==> src/rtl/cpu_pkg.sv <==
// Shared definitions for the accumulator CPU command path: the packed
// command word layout and the sequencer state encoding.
package cpu_pkg;

  localparam int CMD_W    = 18;
  localparam int LOAD_BIT = 17;
  localparam int OPC_MSB  = 16;
  localparam int OPC_LSB  = 10;
  localparam int DATA_MSB = 9;
  localparam int DATA_LSB = 2;
  localparam int CIN_BIT  = 1;
  localparam int COUT_BIT = 0;

  typedef enum logic {
    S_IDLE = 1'b0,
    S_WAIT = 1'b1
  } seq_state_t;

endpackage

==> src/rtl/sync_fifo.sv <==
// Single-clock FIFO with registered pointers and occupancy count.
// Pushes are ignored when full and pops when empty; no write-through.
module sync_fifo #(
  parameter int WIDTH = 8,
  parameter int DEPTH = 4
) (
  input  logic                     clk,
  input  logic                     rst,
  input  logic                     push,
  input  logic [WIDTH-1:0]         wdata,
  input  logic                     pop,
  output logic [WIDTH-1:0]         rdata,
  output logic                     full,
  output logic                     empty,
  output logic [$clog2(DEPTH):0]   count
);

  localparam int AW = $clog2(DEPTH);

  logic [WIDTH-1:0] r_mem [DEPTH];
  logic [AW-1:0]    r_wr_ptr;
  logic [AW-1:0]    r_rd_ptr;
  logic [AW:0]      r_count;
  logic             w_push;
  logic             w_pop;

  assign w_push = push & ~full;
  assign w_pop  = pop & ~empty;

  // Pointers wrap naturally because DEPTH is a power of two.
  always_ff @(posedge clk or posedge rst) begin
    if (rst) begin
      r_wr_ptr <= '0;
      r_rd_ptr <= '0;
      r_count  <= '0;
    end else begin
      if (w_push) r_wr_ptr <= r_wr_ptr + 1'b1;
      if (w_pop)  r_rd_ptr <= r_rd_ptr + 1'b1;
      case ({w_push, w_pop})
        2'b10:   r_count <= r_count + 1'b1;
        2'b01:   r_count <= r_count - 1'b1;
        default: r_count <= r_count;
      endcase
    end
  end

  always_ff @(posedge clk) begin
    if (w_push) r_mem[r_wr_ptr] <= wdata;
  end

  assign rdata = r_mem[r_rd_ptr];
  assign full  = (r_count == (AW+1)'(DEPTH));
  assign empty = (r_count == '0);
  assign count = r_count;

endmodule

==> src/rtl/alu_cmd_sequencer.sv <==
// Replays buffered command words onto the accumulator CPU pins: loads issue
// back-to-back, executes pulse ce once and then hold off for EXEC_WAIT cycles.
module alu_cmd_sequencer
  import cpu_pkg::*;
#(
  parameter int DEPTH     = 4,
  parameter int EXEC_WAIT = 1
) (
  input  logic             clk,
  input  logic             rst,
  input  logic             cmd_valid,
  output logic             cmd_ready,
  input  logic [CMD_W-1:0] cmd_word,
  input  logic             hold,
  output logic             ce,
  output logic             load,
  output logic [6:0]       opcode,
  output logic [7:0]       data_out,
  output logic             cin,
  output logic             cout,
  output logic             busy,
  output logic [7:0]       issue_cnt
);

  localparam int WAIT_W = (EXEC_WAIT < 2) ? 1 : $clog2(EXEC_WAIT + 1);

  logic [CMD_W-1:0]       w_head;
  logic                   w_full;
  logic                   w_empty;
  logic [$clog2(DEPTH):0] w_count;
  logic                   w_pop;

  seq_state_t             r_state;
  seq_state_t             w_state_nxt;
  logic [WAIT_W-1:0]      r_wait_cnt;
  logic [WAIT_W-1:0]      w_wait_nxt;

  logic                   r_ce;
  logic                   r_load;
  logic [6:0]             r_opcode;
  logic [7:0]             r_data;
  logic                   r_cin;
  logic                   r_cout;
  logic [7:0]             r_issue_cnt;

  sync_fifo #(
    .WIDTH (CMD_W),
    .DEPTH (DEPTH)
  ) u_fifo (
    .clk   (clk),
    .rst   (rst),
    .push  (cmd_valid),
    .wdata (cmd_word),
    .pop   (w_pop),
    .rdata (w_head),
    .full  (w_full),
    .empty (w_empty),
    .count (w_count)
  );

  always_ff @(posedge clk or posedge rst) begin
    if (rst) begin
      r_state    <= S_IDLE;
      r_wait_cnt <= '0;
    end else begin
      r_state    <= w_state_nxt;
      r_wait_cnt <= w_wait_nxt;
    end
  end

  always_comb begin
    w_state_nxt = r_state;
    w_wait_nxt  = r_wait_cnt;
    case (r_state)
      S_IDLE: begin
        if (w_pop && !w_head[LOAD_BIT]) begin
          w_state_nxt = S_WAIT;
          w_wait_nxt  = WAIT_W'(EXEC_WAIT);
        end
      end
      S_WAIT: begin
        w_wait_nxt = r_wait_cnt - 1'b1;
        if (r_wait_cnt == WAIT_W'(1)) begin
          w_state_nxt = S_IDLE;
          w_wait_nxt  = '0;
        end
      end
      default: begin
        w_state_nxt = S_IDLE;
        w_wait_nxt  = '0;
      end
    endcase
  end

  // Pop decision and status flags; the pop edge is also the issue edge.
  always_comb begin
    w_pop     = (r_state == S_IDLE) && !w_empty && !hold;
    cmd_ready = !w_full;
    busy      = (w_count != '0) || (r_state == S_WAIT);
  end

  always_ff @(posedge clk or posedge rst) begin
    if (rst) begin
      r_ce        <= 1'b0;
      r_load      <= 1'b0;
      r_opcode    <= '0;
      r_data      <= '0;
      r_cin       <= 1'b0;
      r_cout      <= 1'b0;
      r_issue_cnt <= '0;
    end else begin
      r_ce <= w_pop;
      if (w_pop) begin
        r_load      <= w_head[LOAD_BIT];
        r_opcode    <= w_head[OPC_MSB:OPC_LSB];
        r_data      <= w_head[DATA_MSB:DATA_LSB];
        r_cin       <= w_head[CIN_BIT];
        r_cout      <= w_head[COUT_BIT];
        r_issue_cnt <= r_issue_cnt + 1'b1;
      end
    end
  end

  assign ce        = r_ce;
  assign load      = r_load;
  assign opcode    = r_opcode;
  assign data_out  = r_data;
  assign cin       = r_cin;
  assign cout      = r_cout;
  assign issue_cnt = r_issue_cnt;

endmodule
==> config.mk <==
export PLATFORM = sky130hd
export DESIGN_NAME = alu_cmd_sequencer
export DESIGN_NICKNAME = d
export VERILOG_FILES = /design/src/rtl/cpu_pkg.sv /design/src/rtl/sync_fifo.sv /design/src/rtl/alu_cmd_sequencer.sv
export SDC_FILE = /design/constraint.sdc
export NUM_CORES = 1
export LEC_CHECK = 0
export ABC_CLOCK_PERIOD_IN_PS = 6170
export CELL_PAD_IN_SITES_DETAIL_PLACEMENT = 0
export CELL_PAD_IN_SITES_GLOBAL_PLACEMENT = 1
export CORE_MARGIN = 8
export CORE_UTILIZATION = 30
export DETAILED_ROUTE_END_ITERATION = 7
export GPL_ROUTABILITY_DRIVEN = 1
export HOLD_SLACK_MARGIN = 0.02
export PLACE_DENSITY_LB_ADDON = 0.1
export SLEW_MARGIN = 20
export SYNTH_ARGS = -nofsm -noshare
export SYNTH_HDL_FRONTEND = slang
export SYNTH_HIERARCHICAL = 1
export SYNTH_SLANG_ARGS = --single-unit
==> constraint.sdc <==
create_clock -name clk -period 6.17 [get_ports clk]
set_input_delay 1.234 -clock clk [delete_from_list [all_inputs] [get_ports clk]]
set_output_delay 1.234 -clock clk [all_outputs]
set_load 0.005 [all_outputs]
==> impl_metrics.tcl, run 1 <==
set metrics [dict create \
    worst_hold_slack_ns 0.469 \
    crit_arrival_ns 3.76 \
    slew_headroom_pct 37.5 \
    area_growth_pct 22.7 \
    hp-start "issue_cnt[7]" \
    syn_nets 279 \
    finalCriticalPeriod_ns 3.50 \
    initial_utilization_pct 30.5 \
    dieHeight_um 135 \
    regToRegSetupSlack_ns 3.30 \
    cp_data_required_time_ns 6.43 \
    hpwl_um 5090 \
    fin_area_um2 5170 \
    final_cells 490 \
    die_w_um 135 \
    postCtsSetupBuffers 0 \
    yosysTopAreaCellShare_pct 51.3 \
    min_to "issue_cnt[7]" \
    finalCritPeriodShare_pct 56.7 \
    cts_resized 0 \
    fin_worst_skew_ns 0.00473 \
    die-area_um2 18100 \
    criticalPathCategory "input pin to flop" \
    ys_ff_latch 108 \
    diodes 0 \
    maxCapViolCount 0 \
    grt_use_total_pct 9.39 \
    io_buffers 50 \
    gp_congestion 0.647 \
    h-tree-depth 3 \
    synthTopCellsByArea "edfxtp_1 (51%), dfrtp_1 (21%), mux4_2 (9.6%)" \
    root_buffer "clkbuf_16" \
    max_slew.worst_pin.slew_ns 0.937 \
    r2r-end "u_fifo/count[2]" \
    fillers 1299 \
    syn-cell-area_um2 4220 \
    finalHoldViolCount 0 \
    ir_drop_v 0.000188 \
    avgRoutedWirePerCell_um 16.3 \
    route.detailed.drc 0 \
    nNetsFinal 334 \
    dp_cells 474 \
    critPathMaxFanout 26 \
    clkSinkCount 108 \
    clkTransAtPathRegs_ns 0.07 \
    synth_top_cell_by_area "edfxtp_1" \
    syn_avg_cell_area_um2 16.9 \
    wirelength_um 7980 \
    drt_iter0_markers 84 \
    yosysSeqAreaShare_pct 72.7 \
    final_max_slew_viol_count 0 \
    num_io_pins 51 \
    r2r-start "u_fifo/count[0]" \
    cts_tree "done" \
    rows 43 \
    leakagePower_uw 0.00195 \
    grt_max_degree 30 \
    setup_viol 0 \
    crit_path_end_kind "flop" \
    viasPerCell 4.29 \
    grt_pass1_vias 2311 \
    setup_ws_ns 2.67 \
    status "finished clean" \
    clk_path_buf_depth 2 \
    overflow 0 \
    dr.pass1.iters 4 \
    core_area_um2 13800 \
    place_ws_ns 2.29 \
    powerDensity_nw_per_um2 466 \
    rsz0062_at_grt "false" \
    synthCells 250 \
    fmax_ghz 0.286 \
    antenna_found_initial 0 \
    worst_setup_path_start_kind "input pin" \
    drtAntennaViolNets 0 \
    cts_made_buffers 9 \
    finalSetupTns_ns 0 \
    grt_pass1_wl_um 12800 \
    worstHoldPathType "flop to flop" \
    postPlaceCellArea_um2 4900 \
    drive_above_1_share_pct 14.8 \
    ff2ff_path_depth 11 \
    ys_warn_count 6 \
    num_vias 2100 \
    ctsHoldBuffers 0 \
    hold_depth 1 \
    synth.distinct_cells 29 \
    clk_latency_ns 0.33 \
]
==> power by group <==
group / internal (uW) / switching [uW]
clock network: 285 / 243
logic: 408 / 318
registers: 996 / 162
total: 1690 / 723
==> stage by stage <==
stage	total power [uW]	util (%)
6_report	2410	37.4
3_5_place_dp	1930	35.4
4_1_cts	2470	37.4
2_1_floorplan	1600	-
5_1_grt	2570	37.4
3_3_place_gp	1930	35.4
==> placed cells by master, fill, tap and decap left out, types with 2 or more instances in the layout <==
| master | count |
|---|---|
| nand2_1 | 60 |
| mux4_2 | 18 |
| nand4_1 | 3 |
| dfrtp_1 | 36 |
| clkdlybuf4s50_1 | 50 |
| ha_1 | 6 |
| edfxtp_1 | 72 |
| clkbuf_16 | 9 |
| and2_2 | 4 |
| inv_1 | 10 |
| clkbuf_1 | 2 |
| clkinv_2 | 3 |
| xor2_1 | 6 |
| nor3_4 | 2 |
| nor2_1 | 2 |
| xnor2_1 | 8 |
| buf_4 | 3 |
==> worst max-delay path: stages <==
cell             delay, ns
clkdlybuf4s50_1       0.39
or3_1                 0.30
buf_4                 0.25
clkinv_2              0.32
o31a_2                0.25
ha_1                  0.18
inv_1                 0.06
fa_1                  0.37
xor2_1                0.15
nor2_1                0.11
xor2_1                0.15
==> routing by layer <==
metal  up-vias  routed length, um  global-route usage [%]
met5         -                  0                       0
met3         5                365                    2.79
met2        30               4060                    15.9
li1       1004                  -                       -
met4         0                 99                    3.93
met1      1061               3450                    10.9
==> worst max path at each step <==
stage | startpoint | to | slack, ns | cells after the start
floorplan | hold | u_fifo/count[2] | 3.05 | 11
detailed placement | hold | u_fifo/count[2] | 2.29 | 11
CTS | hold | u_fifo/count[2] | 2.65 | 11
finish | hold | u_fifo/count[2] | 2.67 | 11
global route | hold | u_fifo/count[2] | 2.50 | 11
global placement | hold | u_fifo/count[2] | 2.31 | 11
==> final cells by class <==
type	count	area (um^2)	share of cell area (%)
clock buffer	12	246	4.77
clock inverter	4	26.3	0.508
inverter	11	42.5	0.822
multi-input combinational	122	1050	20.2
sequential	108	3060	59.2
tap	180	225	4.35
timing repair buffer	53	523	10.1
==> cells by family (layout without fill, tap and decap cells) <==
logic type	count (synthesis)	in the layout	share of synthesized area, %
flip-flops	108	108	72.7
AND/OR/NAND/NOR	78	78	8.93
multiplexers	20	20	10.2
buffers and inverters	20	80	2.52
XOR/XNOR	14	14	2.91
adder cells (fa/ha/maj)	7	7	2.26
AO/OA/AOI/OAI	3	3	0.505
==> cell usage after synthesis <==
library cell and count:
dfrtp_1 36, mux4_2 18, buf_6 1, fa_1 1
mux2_4 1, mux2i_1 1, nor2_1 2, nor3_4 2
edfxtp_1 72, buf_2 3, nand3_1 1, xnor2_1 8
nor3b_4 1, clkinv_2 1, or3_1 1, o22ai_1 1
inv_1 10, o21ai_0 1, o31a_2 1, and2_2 4
nand2_1 60, and3_1 1, or4_1 1, nand4_1 3
nor2b_4 1, xor2_1 6, nor3_1 1, ha_1 6
buf_4 5
==> registers in the layout (all words and copies together) (netlist names), 2 cells and up <==
register	flops
u_fifo/r_wr_ptr	2
data_out	8
u_fifo/count	3
issue_cnt	8
opcode	7
u_fifo/r_rd_ptr	2
u_fifo/r_mem	72
Power figures use the tool's default switching activity.
==> run 2, diff against run 1 <==
ABC_CLOCK_PERIOD_IN_PS = 3400   (was 6170)
clock period = 3.4 ns   (was 6.17 ns; I/O delays follow)
==> impl_metrics.tcl, run 2 (synthesized netlist as in run 1, its figures left out) <==
set metrics [dict create \
    drt_iter0_markers 80 \
    setup_ws_ns 0.961 \
    cts_made_buffers 9 \
    status "finished clean" \
    regToRegSetupSlack_ns 1.09 \
    maxCapViolCount 0 \
    final_common_cell "edfxtp_1" \
    route.detailed.drc 0 \
    gp_congestion 0.660 \
    top_usage_layer "met2" \
    ff2ff_path_depth 10 \
    switching_power_uw 1320 \
    p_int_uw 3120 \
    crit_path_end_kind "output port" \
    max_slew.worst_pin.slew_ns 0.971 \
    slew_headroom_pct 35.2 \
    ctsHoldBuffers 0 \
    fmax_ghz 0.410 \
    final_max_slew_viol_count 0 \
    powerDensity_nw_per_um2 855 \
    finalSetupTns_ns 0 \
    grt_util_met3_pct 2.41 \
    clkSinkCount 108 \
    largest_reg_flops 72 \
    drive_above_1_share_pct 14.8 \
    multi_input_area_um2 1050 \
    critPathMaxFanout 6 \
    r2r-start "u_fifo/count[0]" \
    die_w_um 135 \
    core_area_um2 13800 \
    r2r-end "u_fifo/count[2]" \
    crit_arrival_ns 1.76 \
    cts_resized 0 \
    avgRoutedWirePerCell_um 16.5 \
    register_area_um2 3060 \
    setup_viol 0 \
    fin_worst_skew_ns 0.00984 \
    worstHoldPathType "flop to flop" \
    antenna_found_initial 0 \
    clk_path_buf_depth 2 \
    grt_util_met2_pct 16.4 \
    overflow 0 \
    crit_start "u_fifo/count[0]" \
    grt_pass1_vias 2359 \
    nNetsFinal 335 \
    place_ws_ns 0.633 \
    io_buffers 50 \
    viasPerCell 4.34 \
    finalCritPeriodShare_pct 71.7 \
    final_cell_mix "edfxtp_1 (72), nand2_1 (60), clkdlybuf4s50_1 (50)" \
    postCtsSetupBuffers 0 \
    initial_utilization_pct 30.5 \
    rows 43 \
    fin_area_um2 5190 \
    h-tree-depth 3 \
    area_growth_pct 23.1 \
    crit_end "busy" \
    drtAntennaViolNets 0 \
    criticalPathCategory "flop to output port" \
    cp_data_required_time_ns 2.72 \
    grt_use_total_pct 9.77 \
    grt_pass1_wl_um 13100 \
    diodes 0 \
    fillers 1297 \
    switching_share_pct 29.7 \
    dr.pass1.iters 4 \
    dieHeight_um 135 \
    wirelength_um 8090 \
    cts_tree "done" \
    regMostFlops "u_fifo/r_mem" \
    num_io_pins 51 \
    power_frac_comb_pct 30.6 \
    ir_drop_v 0.000331 \
    clkTransAtPathRegs_ns 0.07 \
    use_met1_pct 11.0 \
    postPlaceCellArea_um2 4910 \
    root_buffer "clkbuf_16" \
    finalCriticalPeriod_ns 2.44 \
    die-area_um2 18100 \
    hpwl_um 4990 \
    clkPwrFrac_pct 23.1 \
    num_vias 2127 \
    seqPwrFrac_pct 46.3 \
    finalHoldViolCount 0 \
    clk_latency_ns 0.35 \
    grt_max_degree 30 \
    worst_setup_path_start_kind "flop" \
    leakagePower_uw 0.00196 \
    rsz0062_at_grt "false" \
]
==> run 2: cell types whose count changed in the layout (fill, tap and decap cells not counted), sizes merged <==
cell / before / now
bufinv: 0 / 1
clkbuf: 12 / 10
buf: 3 / 4
inv: 10 / 11
clkinvlp: 1 / 0
==> run 2: area by class of cell <==
class / count / share of cell area, %
Multi-Input combinational cell: 122 / 20.2
Tap cell: 180 / 4.34
Sequential cell: 108 / 59.0
Inverter: 11 / 0.820
Timing Repair Buffer: 54 / 10.2
Clock inverter: 5 / 1.01
Clock buffer: 10 / 4.41
==> run 2: through the flow <==
stage               utilization (%)  power [uW]  std cells  hold slack, ns
CTS                            37.5        4540        490           0.474
floorplan                         -        2900        250           0.463
global route                   37.5        4740        490           0.491
detailed placement             35.5        3510        475           0.460
global placement               35.5        3500        475           0.458
finish                         37.5        4440        490           0.471
==> run 2: worst min-delay path by stage <==
stage,startpoint,endpoint,cells past startpoint,slack [ns]
6_report,issue_cnt[7],issue_cnt[7],1,0.47
5_1_grt,opcode[3],opcode[3],2,0.49
4_1_cts,issue_cnt[7],issue_cnt[7],1,0.47
3_5_place_dp,issue_cnt[7],issue_cnt[7],1,0.46
3_3_place_gp,data_out[6],data_out[6],2,0.46
2_1_floorplan,r_wait_cnt,r_state,1,0.46
==> run 2: critical path: stages (launching register included) <==
cell,delay (ns)
dfrtp_1,0.47
or4_1,0.49
clkdlybuf4s50_1,0.46
==> run 2: routing by layer <==
metal	share of wire (%)	wire length, um	vias to the layer above
li1	-	-	1004
met1	43	3460	1076
met2	51	4120	34
met3	3.8	307	13
met4	2.5	199	0
met5	0	0	-
==> run 2: power by group through the flow <==
stage / sequential, uW / combinational [uW] / clock [uW]
floorplan: 2010 / 893 / 0
global placement: 2090 / 1410 / 0
detailed placement: 2100 / 1410 / 0
CTS: 2070 / 1420 / 1050
global route: 2120 / 1520 / 1100
finish: 2060 / 1360 / 1020
==> variant 1: new RTL, flow settings as in run 1 <==
Make the reset (`rst`) synchronous in 3 clocked blocks.
--- a/src/rtl/sync_fifo.sv
+++ b/src/rtl/sync_fifo.sv
@@ -29,5 +29,5 @@
 
   // Pointers wrap naturally because DEPTH is a power of two.
-  always_ff @(posedge clk or posedge rst) begin
+  always_ff @(posedge clk) begin
     if (rst) begin
       r_wr_ptr <= '0;
--- a/src/rtl/alu_cmd_sequencer.sv
+++ b/src/rtl/alu_cmd_sequencer.sv
@@ -59,5 +59,5 @@
   );
 
-  always_ff @(posedge clk or posedge rst) begin
+  always_ff @(posedge clk) begin
     if (rst) begin
       r_state    <= S_IDLE;
@@ -100,5 +100,5 @@
   end
 
-  always_ff @(posedge clk or posedge rst) begin
+  always_ff @(posedge clk) begin
     if (rst) begin
       r_ce        <= 1'b0;
Check against the original RTL: differs if rst is asserted again (counterexample within 4 cycles, from zero or initial values and one cycle with rst high); with rst held inactive, the same outputs for 10 cycles.
==> variant 1 against run 1 <==
Clock skew rose by 0.0040 ns; sequential cell count rose by 2; critical path type unchanged; fmax fell by 16%; final area fell by 0.70%; worst hold slack got worse by 0.014 ns; highest routed layer unchanged; routed wire length rose by 4.7%; largest cell class unchanged; worst setup slack got worse by 0.64 ns; critical endpoint is now u_fifo/count[2]; via count rose by 9.7%; synthesized area fell by 0.50%.
Power is not compared: it rests on default switching activity, and its combinational part moved more than twofold at a synthesized area within 25%.
==> variant 1: results <==
metrics = {
    "global_route": {
        "grt.total_usage_pct": 9.62,
        "met3_usage_pct": 2.92,
        "grt_pass1_vias": 2398,
        "grt_start_max_net_pins": 39,
        "grt_pass1_wl_mm": 13.3,
        "met2_usage_pct": 15.9,
        "met1_usage_pct": 11.6,
    },
    "critical_path": {
        "timing.rr.end": "u_fifo/count[2]",
        "reg2reg_depth": 12,
        "timing.rr.start": "u_fifo/count[0]",
        "cp_slowest_cell": "inv_1",
        "cp_max_fo": 33,
        "arrival_ns": 4.41,
        "crit_path_max_incr_delay_ns": 0.66,
        "regToRegSetupSlack_ns": 2.67,
    },
    "timing": {
        "max_freq_ghz": 0.242,
        "fin_hold_ws_ns": 0.455,
        "clock_skew_ns": 0.00873,
        "worst_slew_pin_slew_ns": 1.06,
    },
    "synthesis": {
        "async_reset_ff_share_pct": 0,
        "yosys-top-cells-count": "72 x edfxtp_1, 40 x nand2_1, 38 x dfxtp_1, 30 x a21oi_1, 11 x inv_1",
        "synth_nets": 310,
        "yosysSeqAreaShare_pct": 69.7,
        "synthTopCellsByArea": "edfxtp_1 52%, dfxtp_1 18%, mux4_2 5.4%",
        "ys_types": 30,
        "syn_avg_cell_area_um2": 14.9,
        "synth_edf_count": 72,
    },
    "detailed_routing": {
        "drt-total-wl_mm": 8.36,
        "drt-met1-wl_mm": 3.87,
        "via_per_inst": 4.46,
        "detail_route.iter0.violations": 137,
        "wl_met3_um": 330,
    },
    "layout": {
        "stdcell_count": 516,
        "drive_gt1_share_pct": 8.33,
        "top_register": "u_fifo/r_mem",
        "layout.nets": 360,
    },
    "clocking": {
        "ctsResizeCount": 0,
        "cts_max_level": 3,
        "numCtsBuffers": 9,
    },
    "placement": {
        "pre_cts_ws_ns": 1.61,
        "placed_cell_area_mm2": 0.00486,
        "dpl.hpwl_mm": 5.19,
        "dpl.cell_count": 500,
        "gp_congestion": 0.691,
    },
    "hold_path": {
        "holdPathStages": 2,
        "hp-start": "cin",
        "holdPathEnd": "cin",
    },
    "pwr": {
        "power_leakage_nw": 1.67,
        "report.power.total_mw": 1.80,
    },
    "run_status": {
        "status": "completed",
    },
}
==> variant 1: changes by cell type in the layout (fill, tap and decap cells not counted), sizes merged, moves of 4 or more <==
cell | before | now
o31ai | 0 | 4
o21ai | 1 | 6
a21oi | 0 | 30
dfrtp | 36 | 0
nand2 | 60 | 40
dfxtp | 0 | 38
nor2 | 2 | 8
xnor2 | 8 | 1
nand2b | 0 | 5
or3 | 1 | 7
==> variant 1: area by class of cell <==
type                    count  area (um^2)
fillers                  1366         8640
flip-flops and latches    110         2920
multi-input cells         146         1150
repair buffers             53          523
clock buffers              12          246
well taps                 180          225
inverters                  11         41.3
clock inverters             4         31.3
==> variant 1: cells by family (layout without fill, tap and decap cells) <==
family,after synthesis,in the layout,share of synthesized area (%)
adder cells (fa/ha/maj),7,7,2.27
buffers and inverters,25,80,2.98
multiplexers,19,19,10.6
XOR/XNOR,4,4,0.835
AO/OA/AOI/OAI,41,41,5.16
flip-flops,110,110,69.7
AND/OR/NAND/NOR,75,75,8.44
==> variant 2: new RTL, config.mk and constraints of run 1 <==
Without the edit above. Register the output `issue_cnt` once more, without a reset; this adds one clock of latency there. The other outputs are not delayed to match.
--- a/src/rtl/alu_cmd_sequencer.sv
+++ b/src/rtl/alu_cmd_sequencer.sv
@@ -128,5 +128,7 @@
   assign cin       = r_cin;
   assign cout      = r_cout;
-  assign issue_cnt = r_issue_cnt;
+  always_ff @(posedge clk) begin
+    issue_cnt <= r_issue_cnt;
+  end
 
 endmodule
Formal check against the unedited RTL: not equivalent (a bounded check fails within 4 cycles, from zero or initial values and one cycle with rst high).
==> variant 2 against run 1 <==
Clock power increased by 82%; synthesized area increased by 3.3%; sequential share of layout area decreased by 1.9 points; clock skew increased by 0.0030 ns; sequential cell count increased by 8; fmax increased by 6.9%; final area increased by 8.7%; first-iteration DRC count increased by 79%; register-to-register slack improved by 0.16 ns; utilization increased by 1.7 points; worst setup slack improved by 0.23 ns; routed wire length increased by 2.3%; critical path depth decreased by 1; power increased by 21%; critical path type unchanged; critical endpoint unchanged; largest cell class unchanged; largest power group unchanged.
==> variant 2: results <==
metrics = {
    "timing": {
        "worst_slew_pin_slew_ns": 0.947,
        "clock_skew_ns": 0.00771,
        "setup_tns_ns": 0,
    },
    "pwr": {
        "p_seq_share_pct": 42.1,
        "comb-power_uw": 727,
        "vdd_drop_max_mv": 0.216,
        "power_leakage_nw": 2.06,
        "p_int_mw": 2.15,
        "power_density_mw_per_mm2": 518,
    },
    "placement": {
        "pre_cts_ws_ns": 2.45,
        "port_buffers": 50,
        "placed_cell_area_mm2": 0.00504,
        "dpl.hpwl_mm": 4.94,
        "gp_congestion": 0.635,
        "dpl.cell_count": 448,
    },
    "synthesis": {
        "synth_nets": 248,
        "yosys-top-cells-count": "72 x edfxtp_1, 36 x dfrtp_1, 18 x mux2_2, 18 x mux4_2, 11 x xnor2_1",
        "synthCells": 219,
        "yosysSeqAreaShare_pct": 74.0,
        "ys_types": 30,
        "synthTopCellsByArea": "edfxtp_1 50%, dfrtp_1 21%, mux4_2 9.3%",
        "yosysWarnings": 6,
        "synth_flop_cell": "edfxtp_1",
        "synth_edf_count": 72,
        "async_reset_ff_share_pct": 31.0,
    },
    "critical_path": {
        "arrival_ns": 3.61,
        "cp_slowest_cell": "or3_1",
        "cp_max_fo": 26,
        "crit_path_max_incr_delay_ns": 0.45,
    },
    "hold_path": {
        "hold_class": "flip-flop to flip-flop",
    },
    "global_route": {
        "grt.total_usage_pct": 9.64,
        "grt_pass1_vias": 2286,
        "met3_usage_pct": 4.52,
        "met1_usage_pct": 10.3,
        "met2_usage_pct": 15.7,
        "grt_pass1_wl_mm": 12.7,
    },
    "clocking": {
        "post_cts_buffers": 0,
        "clk-insertion-delay-late_ns": 0.41,
        "ctsResizeCount": 0,
        "cts_max_level": 4,
        "numCtsBuffers": 17,
        "clockRootBuffer": "clkbuf_16",
        "clock_tree.buffer_depth": 2,
        "cts.clk_slew.worst_paths_ns": 0.05,
    },
    "detailed_routing": {
        "via_per_inst": 4.35,
        "firstDrtPassIters": 4,
        "detail_route.iter0.violations": 150,
        "drt-total-wl_mm": 8.16,
    },
    "layout": {
        "n_antenna_cell": 0,
        "layout.nets": 312,
        "largest_reg_flops": 72,
        "nFillCells": 1318,
        "top_register": "u_fifo/r_mem",
        "drive_gt1_share_pct": 25.0,
        "stdcell_count": 480,
    },
    "run_status": {
        "status": "completed",
    },
}
==> variant 2: cell count changes in the layout (fill, tap and decap cells not counted), sizes merged, moves of 2 or more <==
cell / change
and3: +2
xor2: -3
clkinv: +4
mux2: +18
xnor2: +3
nand2: -53
bufinv: +3
clkbuf: +9
dfxtp: +8
nor3: -2
==> variant 2: final timing paths <==
kind,end,slack (ns),cells after the start,startpoint
min reg2reg,issue_cnt[7],0.39,0,r_issue_cnt[7]
max in group asynchronous,data_out[3],4.61,3,rst
min in group asynchronous,u_fifo/count[2],1.10,2,rst
min,issue_cnt[7],0.39,0,r_issue_cnt[7]
max,u_fifo/count[2],2.90,10,hold
max reg2reg,u_fifo/count[2],3.46,10,u_fifo/count[0]
==> variant 2: kinds of logic (layout without fill, tap and decap cells) <==
group | Yosys count | after routing | synth area share, %
mux | 38 | 38 | 14.5
simple gates | 23 | 23 | 3.42
flops | 116 | 116 | 74.0
xor+xnor | 14 | 14 | 2.82
fa+ha+maj | 7 | 7 | 2.18
compound gates | 3 | 3 | 0.488
buf+inv | 18 | 95 | 2.56
==> variant 2: area by class of cell <==
cell class | count | area (um^2) | share of cell area, %
inverters | 11 | 46.3 | 0.824
clock buffers | 21 | 450 | 8.01
flip-flops and latches | 116 | 3220 | 57.3
multi-input cells | 85 | 1020 | 18.2
repair buffers | 52 | 515 | 9.17
well taps | 184 | 230 | 4.10
clock inverters | 11 | 134 | 2.38
==> variant 2: per-layer routing <==
| layer | up-vias | part of all wire [%] |
|---|---|---|
| met2 | 48 | 51 |
| li1 | 957 | - |
| met4 | 0 | 1.7 |
| met1 | 1066 | 41 |
| met5 | - | 0 |
| met3 | 16 | 6.7 |
